$ cat src/rtl/axi_mch_burst_arbiter_pkg.sv
// Shared types and constants for the multi-channel AXI burst arbiter.
// The write and read FSM state enums live here alongside a constant-safe clog2.
package axi_mch_pkg;

    localparam int DEF_CH_NUM          = 4;
    localparam int DEF_CTRL_ADDR_WIDTH = 28;
    localparam int DEF_LEVEL_WIDTH     = 9;
    localparam int DEF_RFIFO_DEPTH     = 256;
    localparam int DEF_BRUST_LEN       = 8;
    localparam int DEF_ADDR_STEP       = 64;
    localparam int DEF_FRAME_BURSTS    = 1024;

    typedef enum logic [1:0] {W_IDLE, W_ARB, W_ADDR, W_DATA} w_state_t;
    typedef enum logic [1:0] {R_IDLE, R_ARB, R_ADDR, R_DATA} r_state_t;

    function automatic int clog2(input int v);
        int r;
        r = 0;
        for (int x = v - 1; x > 0; x = x >> 1) r++;
        return r;
    endfunction

    // Index width that never collapses to zero for a single-channel build.
    function automatic int idx_w(input int n);
        return (n > 1) ? clog2(n) : 1;
    endfunction

endpackage

$ cat src/rtl/axi_mch_burst_arbiter_if.sv
// AXI address/handshake signals between the burst arbiter and the DDR controller.
interface axi_mch_burst_arbiter_if #(
    parameter int ADDR_W = 28
);
    logic [3:0]        M_AXI_AWID;
    logic [ADDR_W-1:0] M_AXI_AWADDR;
    logic              M_AXI_AWVALID;
    logic              M_AXI_AWREADY;
    logic              M_AXI_WREADY;
    logic              M_AXI_WLAST;
    logic [3:0]        M_AXI_ARID;
    logic [ADDR_W-1:0] M_AXI_ARADDR;
    logic              M_AXI_ARVALID;
    logic              M_AXI_ARREADY;
    logic              M_AXI_RVALID;
    logic              M_AXI_RLAST;

    modport master (
        output M_AXI_AWID, M_AXI_AWADDR, M_AXI_AWVALID,
        input  M_AXI_AWREADY, M_AXI_WREADY, M_AXI_WLAST,
        output M_AXI_ARID, M_AXI_ARADDR, M_AXI_ARVALID,
        input  M_AXI_ARREADY, M_AXI_RVALID, M_AXI_RLAST
    );

    modport slave (
        input  M_AXI_AWID, M_AXI_AWADDR, M_AXI_AWVALID,
        output M_AXI_AWREADY, M_AXI_WREADY, M_AXI_WLAST,
        input  M_AXI_ARID, M_AXI_ARADDR, M_AXI_ARVALID,
        output M_AXI_ARREADY, M_AXI_RVALID, M_AXI_RLAST
    );
endinterface

$ cat src/rtl/axi_mch_burst_arbiter_rr_arbiter.sv
// Round-robin arbiter: search starts at the channel after the last accepted grant.
// The stored pointer is that start position, so after reset channel 0 has priority.
module rr_arbiter
    import axi_mch_pkg::*;
#(
    parameter  int N  = 4,
    localparam int IW = idx_w(N)
) (
    input  logic          clk,
    input  logic          rst,
    input  logic [N-1:0]  req,
    input  logic          accept,
    output logic [N-1:0]  gnt,
    output logic [IW-1:0] gnt_idx,
    output logic          any
);
    logic [IW-1:0] start_q;

    always_comb begin
        int p;
        p       = 0;
        gnt     = '0;
        gnt_idx = '0;
        any     = 1'b0;
        for (int i = 0; i < N; i++) begin
            p = int'(start_q) + i;
            if (p >= N) p = p - N;
            if (!any && req[p]) begin
                any     = 1'b1;
                gnt_idx = IW'(p);
                gnt[p]  = 1'b1;
            end
        end
    end

    always_ff @(posedge clk) begin
        if (rst)
            start_q <= '0;
        else if (accept && any)
            start_q <= (gnt_idx == IW'(N - 1)) ? '0 : gnt_idx + IW'(1);
    end

endmodule

$ cat src/rtl/axi_mch_burst_arbiter.sv
// Multi-channel AXI burst engine: round-robin write and read FSMs onto one AXI
// master, each channel owning a ring of FRAME_BURSTS bursts with frame tracking.
module axi_mch_burst_arbiter
    import axi_mch_pkg::*;
#(
    parameter  int CH_NUM          = DEF_CH_NUM,
    parameter  int CTRL_ADDR_WIDTH = DEF_CTRL_ADDR_WIDTH,
    parameter  int LEVEL_WIDTH     = DEF_LEVEL_WIDTH,
    parameter  int RFIFO_DEPTH     = DEF_RFIFO_DEPTH,
    parameter  int M_AXI_BRUST_LEN = DEF_BRUST_LEN,
    parameter  int ADDR_STEP       = DEF_ADDR_STEP,
    parameter  int FRAME_BURSTS    = DEF_FRAME_BURSTS,
    parameter  logic [CTRL_ADDR_WIDTH-1:0] CH_REGION = 28'h0100000,
    localparam int IW              = idx_w(CH_NUM)
) (
    input  logic                          M_AXI_ACLK,
    input  logic                          M_AXI_ARESET,
    input  logic                          DDR_INIT_DONE,
    axi_mch_burst_arbiter_if.master       m_axi,
    input  logic [CH_NUM*LEVEL_WIDTH-1:0] wfifo_rd_water_level,
    output logic [CH_NUM-1:0]             wfifo_rd_req,
    output logic [IW-1:0]                 wdata_sel,
    input  logic [CH_NUM*LEVEL_WIDTH-1:0] rfifo_wr_water_level,
    output logic [CH_NUM-1:0]             rfifo_wr_req,
    input  logic [CH_NUM-1:0]             ch_wr_en,
    input  logic [CH_NUM-1:0]             ch_rd_en,
    input  logic [CH_NUM-1:0]             ch_sync,
    output logic [CH_NUM-1:0]             wr_fram_done,
    output logic [CH_NUM-1:0]             rd_fram_done
);
    localparam int PTR_W = clog2(FRAME_BURSTS);
    localparam logic [PTR_W-1:0] PTR_LAST = PTR_W'(FRAME_BURSTS - 1);
    localparam logic [LEVEL_WIDTH-1:0] W_MIN = LEVEL_WIDTH'(M_AXI_BRUST_LEN);
    localparam logic [LEVEL_WIDTH-1:0] R_MAX = LEVEL_WIDTH'(RFIFO_DEPTH - M_AXI_BRUST_LEN);

    w_state_t w_state;
    r_state_t r_state;

    logic [IW-1:0]              wr_ch, rd_ch;
    logic                       awvalid_q, arvalid_q;
    logic [3:0]                 awid_q, arid_q;
    logic [CTRL_ADDR_WIDTH-1:0] awaddr_q, araddr_q;

    logic [PTR_W-1:0]  wr_ptr [CH_NUM];
    logic [PTR_W-1:0]  rd_ptr [CH_NUM];
    logic [CH_NUM-1:0] wr_pend, rd_pend, frame_valid;

    logic [CH_NUM-1:0] w_req, r_req, w_busy, r_busy, w_end, r_end;
    logic [CH_NUM-1:0] w_gnt, r_gnt;
    logic [IW-1:0]     w_gnt_idx, r_gnt_idx;
    logic              w_any, r_any;

    function automatic logic [CTRL_ADDR_WIDTH-1:0] burst_addr(input logic [IW-1:0] ch,
                                                              input logic [PTR_W-1:0] ptr);
        return CTRL_ADDR_WIDTH'(ch) * CH_REGION
             + CTRL_ADDR_WIDTH'(ptr) * CTRL_ADDR_WIDTH'(ADDR_STEP);
    endfunction

    assign m_axi.M_AXI_AWID    = awid_q;
    assign m_axi.M_AXI_AWADDR  = awaddr_q;
    assign m_axi.M_AXI_AWVALID = awvalid_q;
    assign m_axi.M_AXI_ARID    = arid_q;
    assign m_axi.M_AXI_ARADDR  = araddr_q;
    assign m_axi.M_AXI_ARVALID = arvalid_q;
    assign wdata_sel           = wr_ch;

    always_comb begin
        w_req        = '0;
        r_req        = '0;
        w_busy       = '0;
        r_busy       = '0;
        w_end        = '0;
        r_end        = '0;
        wfifo_rd_req = '0;
        rfifo_wr_req = '0;
        for (int c = 0; c < CH_NUM; c++) begin
            w_req[c]  = DDR_INIT_DONE && ch_wr_en[c]
                     && (wfifo_rd_water_level[c*LEVEL_WIDTH +: LEVEL_WIDTH] >= W_MIN);
            r_req[c]  = DDR_INIT_DONE && ch_rd_en[c] && frame_valid[c]
                     && (rfifo_wr_water_level[c*LEVEL_WIDTH +: LEVEL_WIDTH] <= R_MAX);
            w_busy[c] = (w_state == W_ADDR || w_state == W_DATA) && wr_ch == IW'(c);
            r_busy[c] = (r_state == R_ADDR || r_state == R_DATA) && rd_ch == IW'(c);
            // FWFT write FIFO: the head word is on WDATA, pop as the controller takes it.
            wfifo_rd_req[c] = (w_state == W_DATA) && wr_ch == IW'(c) && m_axi.M_AXI_WREADY;
            rfifo_wr_req[c] = (r_state == R_DATA) && rd_ch == IW'(c) && m_axi.M_AXI_RVALID;
            w_end[c]  = wfifo_rd_req[c] && m_axi.M_AXI_WLAST;
            r_end[c]  = rfifo_wr_req[c] && m_axi.M_AXI_RLAST;
        end
    end

    rr_arbiter #(.N(CH_NUM)) u_w_arb (
        .clk     (M_AXI_ACLK),
        .rst     (M_AXI_ARESET),
        .req     (w_req),
        .accept  (w_state == W_ARB),
        .gnt     (w_gnt),
        .gnt_idx (w_gnt_idx),
        .any     (w_any)
    );

    rr_arbiter #(.N(CH_NUM)) u_r_arb (
        .clk     (M_AXI_ACLK),
        .rst     (M_AXI_ARESET),
        .req     (r_req),
        .accept  (r_state == R_ARB),
        .gnt     (r_gnt),
        .gnt_idx (r_gnt_idx),
        .any     (r_any)
    );

    // A sync landing on the grant cycle clears the pointer now, so issue slot 0.
    always_ff @(posedge M_AXI_ACLK) begin
        if (M_AXI_ARESET) begin
            w_state   <= W_IDLE;
            wr_ch     <= '0;
            awvalid_q <= 1'b0;
            awid_q    <= '0;
            awaddr_q  <= '0;
        end else begin
            case (w_state)
                W_IDLE: if (DDR_INIT_DONE) w_state <= W_ARB;
                W_ARB: begin
                    if (w_any) begin
                        wr_ch     <= w_gnt_idx;
                        awid_q    <= 4'(w_gnt_idx);
                        awaddr_q  <= burst_addr(w_gnt_idx,
                                                |(w_gnt & ch_sync) ? '0 : wr_ptr[w_gnt_idx]);
                        awvalid_q <= 1'b1;
                        w_state   <= W_ADDR;
                    end else begin
                        w_state   <= W_IDLE;
                    end
                end
                W_ADDR: begin
                    if (m_axi.M_AXI_AWREADY) begin
                        awvalid_q <= 1'b0;
                        w_state   <= W_DATA;
                    end
                end
                W_DATA: if (m_axi.M_AXI_WREADY && m_axi.M_AXI_WLAST) w_state <= W_IDLE;
                default: w_state <= W_IDLE;
            endcase
        end
    end

    always_ff @(posedge M_AXI_ACLK) begin
        if (M_AXI_ARESET) begin
            r_state   <= R_IDLE;
            rd_ch     <= '0;
            arvalid_q <= 1'b0;
            arid_q    <= '0;
            araddr_q  <= '0;
        end else begin
            case (r_state)
                R_IDLE: if (DDR_INIT_DONE) r_state <= R_ARB;
                R_ARB: begin
                    if (r_any) begin
                        rd_ch     <= r_gnt_idx;
                        arid_q    <= 4'(r_gnt_idx);
                        araddr_q  <= burst_addr(r_gnt_idx,
                                                |(r_gnt & ch_sync) ? '0 : rd_ptr[r_gnt_idx]);
                        arvalid_q <= 1'b1;
                        r_state   <= R_ADDR;
                    end else begin
                        r_state   <= R_IDLE;
                    end
                end
                R_ADDR: begin
                    if (m_axi.M_AXI_ARREADY) begin
                        arvalid_q <= 1'b0;
                        r_state   <= R_DATA;
                    end
                end
                R_DATA: if (m_axi.M_AXI_RVALID && m_axi.M_AXI_RLAST) r_state <= R_IDLE;
                default: r_state <= R_IDLE;
            endcase
        end
    end

    // Ring pointers: a sync against an in-flight burst is parked until that burst ends,
    // and a sync always beats a wrap (pointer to 0, no done pulse, frame not marked).
    always_ff @(posedge M_AXI_ACLK) begin
        if (M_AXI_ARESET) begin
            for (int c = 0; c < CH_NUM; c++) begin
                wr_ptr[c] <= '0;
                rd_ptr[c] <= '0;
            end
            wr_pend      <= '0;
            rd_pend      <= '0;
            frame_valid  <= '0;
            wr_fram_done <= '0;
            rd_fram_done <= '0;
        end else begin
            wr_fram_done <= '0;
            rd_fram_done <= '0;
            for (int c = 0; c < CH_NUM; c++) begin
                if (w_end[c]) begin
                    wr_pend[c] <= 1'b0;
                    if (wr_pend[c] || ch_sync[c]) begin
                        wr_ptr[c] <= '0;
                    end else if (wr_ptr[c] == PTR_LAST) begin
                        wr_ptr[c]       <= '0;
                        wr_fram_done[c] <= 1'b1;
                        frame_valid[c]  <= 1'b1;
                    end else begin
                        wr_ptr[c] <= wr_ptr[c] + PTR_W'(1);
                    end
                end else if (ch_sync[c]) begin
                    if (w_busy[c]) wr_pend[c] <= 1'b1;
                    else           wr_ptr[c]  <= '0;
                end

                if (r_end[c]) begin
                    rd_pend[c] <= 1'b0;
                    if (rd_pend[c] || ch_sync[c]) begin
                        rd_ptr[c] <= '0;
                    end else if (rd_ptr[c] == PTR_LAST) begin
                        rd_ptr[c]       <= '0;
                        rd_fram_done[c] <= 1'b1;
                    end else begin
                        rd_ptr[c] <= rd_ptr[c] + PTR_W'(1);
                    end
                end else if (ch_sync[c]) begin
                    if (r_busy[c]) rd_pend[c] <= 1'b1;
                    else           rd_ptr[c]  <= '0;
                end
            end
        end
    end

endmodule
$ cat src/flat_wrapper.sv
// flat-port wrapper written by rule: the top's interface ports become plain ports
module axi_mch_burst_arbiter_flat import axi_mch_pkg::*;
#(
    parameter  int CH_NUM          = DEF_CH_NUM,
    parameter  int CTRL_ADDR_WIDTH = DEF_CTRL_ADDR_WIDTH,
    parameter  int LEVEL_WIDTH     = DEF_LEVEL_WIDTH,
    parameter  int RFIFO_DEPTH     = DEF_RFIFO_DEPTH,
    parameter  int M_AXI_BRUST_LEN = DEF_BRUST_LEN,
    parameter  int ADDR_STEP       = DEF_ADDR_STEP,
    parameter  int FRAME_BURSTS    = DEF_FRAME_BURSTS,
    parameter  logic [CTRL_ADDR_WIDTH-1:0] CH_REGION = 28'h0100000,
    localparam int IW              = idx_w(CH_NUM)
)
  (M_AXI_ACLK, M_AXI_ARESET, DDR_INIT_DONE, wfifo_rd_water_level, wfifo_rd_req, wdata_sel, rfifo_wr_water_level, rfifo_wr_req, ch_wr_en, ch_rd_en, ch_sync, wr_fram_done, rd_fram_done, m_axi_M_AXI_AWID, m_axi_M_AXI_AWADDR, m_axi_M_AXI_AWVALID, m_axi_M_AXI_AWREADY, m_axi_M_AXI_WREADY, m_axi_M_AXI_WLAST, m_axi_M_AXI_ARID, m_axi_M_AXI_ARADDR, m_axi_M_AXI_ARVALID, m_axi_M_AXI_ARREADY, m_axi_M_AXI_RVALID, m_axi_M_AXI_RLAST);
  axi_mch_burst_arbiter_if m_axi_i ();
  input  logic M_AXI_ACLK;
  input  logic M_AXI_ARESET;
  input  logic DDR_INIT_DONE;
  input  logic [CH_NUM*LEVEL_WIDTH-1:0] wfifo_rd_water_level;
  output logic [CH_NUM-1:0] wfifo_rd_req;
  output logic [IW-1:0] wdata_sel;
  input  logic [CH_NUM*LEVEL_WIDTH-1:0] rfifo_wr_water_level;
  output logic [CH_NUM-1:0] rfifo_wr_req;
  input  logic [CH_NUM-1:0] ch_wr_en;
  input  logic [CH_NUM-1:0] ch_rd_en;
  input  logic [CH_NUM-1:0] ch_sync;
  output logic [CH_NUM-1:0] wr_fram_done;
  output logic [CH_NUM-1:0] rd_fram_done;
  output wire logic [$bits(m_axi_i.M_AXI_AWID)-1:0] m_axi_M_AXI_AWID;
  output wire logic [$bits(m_axi_i.M_AXI_AWADDR)-1:0] m_axi_M_AXI_AWADDR;
  output wire logic [$bits(m_axi_i.M_AXI_AWVALID)-1:0] m_axi_M_AXI_AWVALID;
  input wire logic [$bits(m_axi_i.M_AXI_AWREADY)-1:0] m_axi_M_AXI_AWREADY;
  input wire logic [$bits(m_axi_i.M_AXI_WREADY)-1:0] m_axi_M_AXI_WREADY;
  input wire logic [$bits(m_axi_i.M_AXI_WLAST)-1:0] m_axi_M_AXI_WLAST;
  output wire logic [$bits(m_axi_i.M_AXI_ARID)-1:0] m_axi_M_AXI_ARID;
  output wire logic [$bits(m_axi_i.M_AXI_ARADDR)-1:0] m_axi_M_AXI_ARADDR;
  output wire logic [$bits(m_axi_i.M_AXI_ARVALID)-1:0] m_axi_M_AXI_ARVALID;
  input wire logic [$bits(m_axi_i.M_AXI_ARREADY)-1:0] m_axi_M_AXI_ARREADY;
  input wire logic [$bits(m_axi_i.M_AXI_RVALID)-1:0] m_axi_M_AXI_RVALID;
  input wire logic [$bits(m_axi_i.M_AXI_RLAST)-1:0] m_axi_M_AXI_RLAST;
  assign m_axi_M_AXI_AWID = m_axi_i.M_AXI_AWID;
  assign m_axi_M_AXI_AWADDR = m_axi_i.M_AXI_AWADDR;
  assign m_axi_M_AXI_AWVALID = m_axi_i.M_AXI_AWVALID;
  assign m_axi_i.M_AXI_AWREADY = m_axi_M_AXI_AWREADY;
  assign m_axi_i.M_AXI_WREADY = m_axi_M_AXI_WREADY;
  assign m_axi_i.M_AXI_WLAST = m_axi_M_AXI_WLAST;
  assign m_axi_M_AXI_ARID = m_axi_i.M_AXI_ARID;
  assign m_axi_M_AXI_ARADDR = m_axi_i.M_AXI_ARADDR;
  assign m_axi_M_AXI_ARVALID = m_axi_i.M_AXI_ARVALID;
  assign m_axi_i.M_AXI_ARREADY = m_axi_M_AXI_ARREADY;
  assign m_axi_i.M_AXI_RVALID = m_axi_M_AXI_RVALID;
  assign m_axi_i.M_AXI_RLAST = m_axi_M_AXI_RLAST;
  axi_mch_burst_arbiter #(.CH_NUM(CH_NUM), .CTRL_ADDR_WIDTH(CTRL_ADDR_WIDTH), .LEVEL_WIDTH(LEVEL_WIDTH), .RFIFO_DEPTH(RFIFO_DEPTH), .M_AXI_BRUST_LEN(M_AXI_BRUST_LEN), .ADDR_STEP(ADDR_STEP), .FRAME_BURSTS(FRAME_BURSTS), .CH_REGION(CH_REGION)) u_core (.M_AXI_ACLK(M_AXI_ACLK), .M_AXI_ARESET(M_AXI_ARESET), .DDR_INIT_DONE(DDR_INIT_DONE), .m_axi(m_axi_i), .wfifo_rd_water_level(wfifo_rd_water_level), .wfifo_rd_req(wfifo_rd_req), .wdata_sel(wdata_sel), .rfifo_wr_water_level(rfifo_wr_water_level), .rfifo_wr_req(rfifo_wr_req), .ch_wr_en(ch_wr_en), .ch_rd_en(ch_rd_en), .ch_sync(ch_sync), .wr_fram_done(wr_fram_done), .rd_fram_done(rd_fram_done));
endmodule
$ cat config.mk
export PLATFORM = sky130hd
export DESIGN_NAME = axi_mch_burst_arbiter_flat
export DESIGN_NICKNAME = d
export VERILOG_FILES = /design/src/rtl/axi_mch_burst_arbiter_pkg.sv /design/src/rtl/axi_mch_burst_arbiter_if.sv /design/src/rtl/axi_mch_burst_arbiter_rr_arbiter.sv /design/src/rtl/axi_mch_burst_arbiter.sv /design/src/flat_wrapper.sv
export SDC_FILE = /design/constraint.sdc
export NUM_CORES = 1
export LEC_CHECK = 0
export BUFFER_PORTS_ARGS = -buffer_cell sky130_fd_sc_hd__buf_2
export CORE_AREA = 2 2 128 130
export DETAILED_ROUTE_END_ITERATION = 10
export DIE_AREA = 0 0 130 132
export HOLD_SLACK_MARGIN = 0.02
export PLACE_DENSITY_LB_ADDON = 0.1
export SYNTH_ARGS = -nofsm -noshare
export SYNTH_HDL_FRONTEND = slang
export SYNTH_HIERARCHICAL = 1
export SYNTH_SLANG_ARGS = --single-unit
$ cat constraint.sdc
create_clock -name M_AXI_ACLK -period 4.5 [get_ports M_AXI_ACLK]
set_input_delay 0.9 -clock M_AXI_ACLK [delete_from_list [all_inputs] [get_ports M_AXI_ACLK]]
set_output_delay 0.9 -clock M_AXI_ACLK [all_outputs]
set_load 0.1 [all_outputs]
==> results.tsv <==
metric	value	unit
grt-ovfl-total	0	
post_cts_buffers	0	
first_pass_iters	5	
hold_viol_final	0	
regToRegSetupSlack	0.99	ns
cts-buffers-inserted	17	
synth-edff-count	80	
reg2reg_to	u_core/m_axi.M_AXI_ARADDR[15]	
period_minus_slack	3.72	ns
clkTransAtPathRegs	0.06	ns
ir_drop	268	uV
clkSinkCount	134	
setup_viol	0	
finClkSkew	0.0121	ns
worstSetupEndpointType	flip-flop	
setup_tns	0	ns
layout_setup_ws	0.779	ns
preCtsSetupSlack	0.344	ns
r2r-start	u_core/u_r_arb/start_q[1]	
cts_hold_buf	0	
max_slew_margin	34.5	%
nFillCells	1361	
diodes	0	
maxCapViolCount	0	
place_hpwl	15.7	mm
wl_per_cell	18.4	um
vias	7354	
rsz0062_at_grt	no	
cp_max_fo	13	
grt_pass1_vias	6510	
multi_input_area	0.00467	mm^2
ys_types	70	
routed_wl	22.0	mm
row_count	46	
synth_top_cell_area_share	27.8	%
maxSlewViolCount	0	
min_period_over_period	82.7	%
postSynth.asyncResetShare	0	%
arrival	4.02	ns
syn_area	0.00863	mm^2
drc	0	
final_layout_size_suffix_gt1_share	24.0	%
gp_congestion	0.889	
worst_slew_pin_slew	0.975	ns
timing.fmax	0.269	GHz
ios	177	
final_nets	1084	
yosysSeqAreaShare	40.4	%
syn_inst	860	
synth_commonest_cells	edfxtp_1 (80), nand2_1 (80), dfxtp_1 (54), buf_4 (47), a21oi_1 (46)	
vias_per_cell	6.15	
synth.largest_area_cell	edfxtp_1	
cp_data_required_time	4.79	ns
cts_resized	0	
clk_latency	0.42	ns
fp.dieW	130	um
holdPathStages	2	
initial_core_util	54.9	%
ant_nets	0	
worstSetupPathType	input port to flip-flop	
antenna_found_initial	0	
root_buffer	clkbuf_16	
power_leakage	0.00347	uW
syn_to_final_growth	14.2	%
htree_levels	4	
regArea	0.00348	mm^2
die_area	0.0172	mm^2
port_buffers	128	
drt_iter0_markers	696	
ys_warn_count	6	
grt_pass1_wl	34.1	mm
die-height	132	um
powerDensity	350	mW/mm^2
ys_ff_latch	134	
synth_flop_cell	edfxtp_1	
fin_util	62.7	%
coreArea	0.0157	mm^2
cts.path.max_buffers	2	
status	completed	
synth_area_per_cell	10.0	um^2
min_path_type	flip-flop to flip-flop	
yosys-top-cells-area	edfxtp_1 (28%), dfxtp_1 (13%), mux4_2 (6.8%)	
cts_tree	yes	
grt_max_degree	34	
hp-start	u_core/m_axi.M_AXI_AWADDR[6]	
ff2ff_path_depth	10	
hold_end	u_core/m_axi.M_AXI_AWADDR[6]	
track_usage	25.6	%
start_kind	input port	
[sequential cells by signal, summed over array words and instances (netlist names), named ones only]
signal / cells
u_core/frame_valid: 4
u_core/m_axi.M_AXI_ARADDR: 10
u_core/m_axi.M_AXI_ARVALID: 1
u_core/m_axi.M_AXI_AWADDR: 10
u_core/m_axi.M_AXI_AWID: 2
u_core/m_axi.M_AXI_AWVALID: 1
u_core/r_state: 1
u_core/rd_ch: 2
u_core/rd_fram_done: 4
u_core/rd_pend: 4
u_core/rd_ptr: 40
u_core/u_r_arb/start_q: 2
u_core/u_w_arb/start_q: 1
u_core/w_state: 1
u_core/wr_fram_done: 4
u_core/wr_pend: 4
u_core/wr_ptr: 40
[critical path, stage by stage]
cell	delay, ns
buf_2	0.09
or4_1	0.51
o311a_1	0.41
mux4_2	0.64
nor2_1	0.13
o221ai_1	0.19
nand3_1	0.14
buf_4	0.24
mux4_1	0.58
nand4_1	0.11
a21oi_1	0.07
[power by group]
group          total (uW)  switching (uW)  internal (uW)
clock                1460             539            925
combinational         566             393            173
sequential           1420            76.9           1340
[worst max path at each step]
stage                        startpoint                           end  cells past startpoint
5_1_grt        wfifo_rd_water_level[21]  u_core/m_axi.M_AXI_AWADDR[9]                     11
4_1_cts        wfifo_rd_water_level[21]  u_core/m_axi.M_AXI_AWADDR[9]                     11
3_3_place_gp   wfifo_rd_water_level[21]  u_core/m_axi.M_AXI_AWADDR[9]                     11
2_1_floorplan           u_core/rd_ch[0]               rfifo_wr_req[1]                      2
6_report       wfifo_rd_water_level[21]  u_core/m_axi.M_AXI_AWADDR[9]                     11
3_5_place_dp   wfifo_rd_water_level[21]  u_core/m_axi.M_AXI_AWADDR[9]                     11
[kinds of logic after synthesis]
group                      synth area share (%)
buffers and inverters                      7.03
DFF                                        40.4
other                                    0.0434
muxes                                      7.87
xor gates and xnor gates                   2.54
adders and majority gates                  3.62
AOI/OAI and AO/OA                          15.5
and+or+nand+nor                            23.0
[layout by cell type, fill, tap and decap left out, types with 14 or more instances in the layout]
cell type / instances
buf_2: 128
nand2_1: 80
edfxtp_1: 80
dfxtp_1: 54
a21oi_1: 46
nand3_1: 42
nor3_1: 37
conb_1: 36
nor2_1: 35
o21ai_0: 30
nand4_1: 29
mux4_2: 26
a211oi_1: 25
ha_1: 25
nor2b_1: 23
or4_1: 23
or3_1: 22
clkbuf_16: 21
o31ai_1: 18
inv_1: 17
xor2_1: 15
a221o_1: 14
[cell type report]
cell class              count  area share, %
multi-input cells         656           47.4
well taps                 216           2.74
inverters                  17          0.647
clock buffers              24           5.65
flip-flops and latches    134           35.3
clock inverters             8          0.812
repair buffers            140           7.41
[per-layer routing]
| metal | wire length, um | vias up | global-route usage (%) | part of all wire [%] |
|---|---|---|---|---|
| li1 | - | 3472 | - | - |
| met1 | 9930 | 3549 | 37.4 | 45 |
| met2 | 10100 | 311 | 38.1 | 46 |
| met3 | 1680 | 22 | 5.44 | 7.6 |
| met4 | 225 | 0 | 8.00 | 1.0 |
| met5 | 0 | - | 0 | 0 |
[stage by stage]
stage,area [um^2],power (uW),std cells,hold WS (ns)
2_1_floorplan,8760,1910,895,0.428
6_report,9860,3450,1195,0.452
4_1_cts,9860,3470,1195,0.453
3_3_place_gp,9220,2000,1163,0.442
5_1_grt,9860,3570,1195,0.471
3_5_place_dp,9220,2000,1163,0.445
No activity file was read; power rests on OpenSTA's default activity.
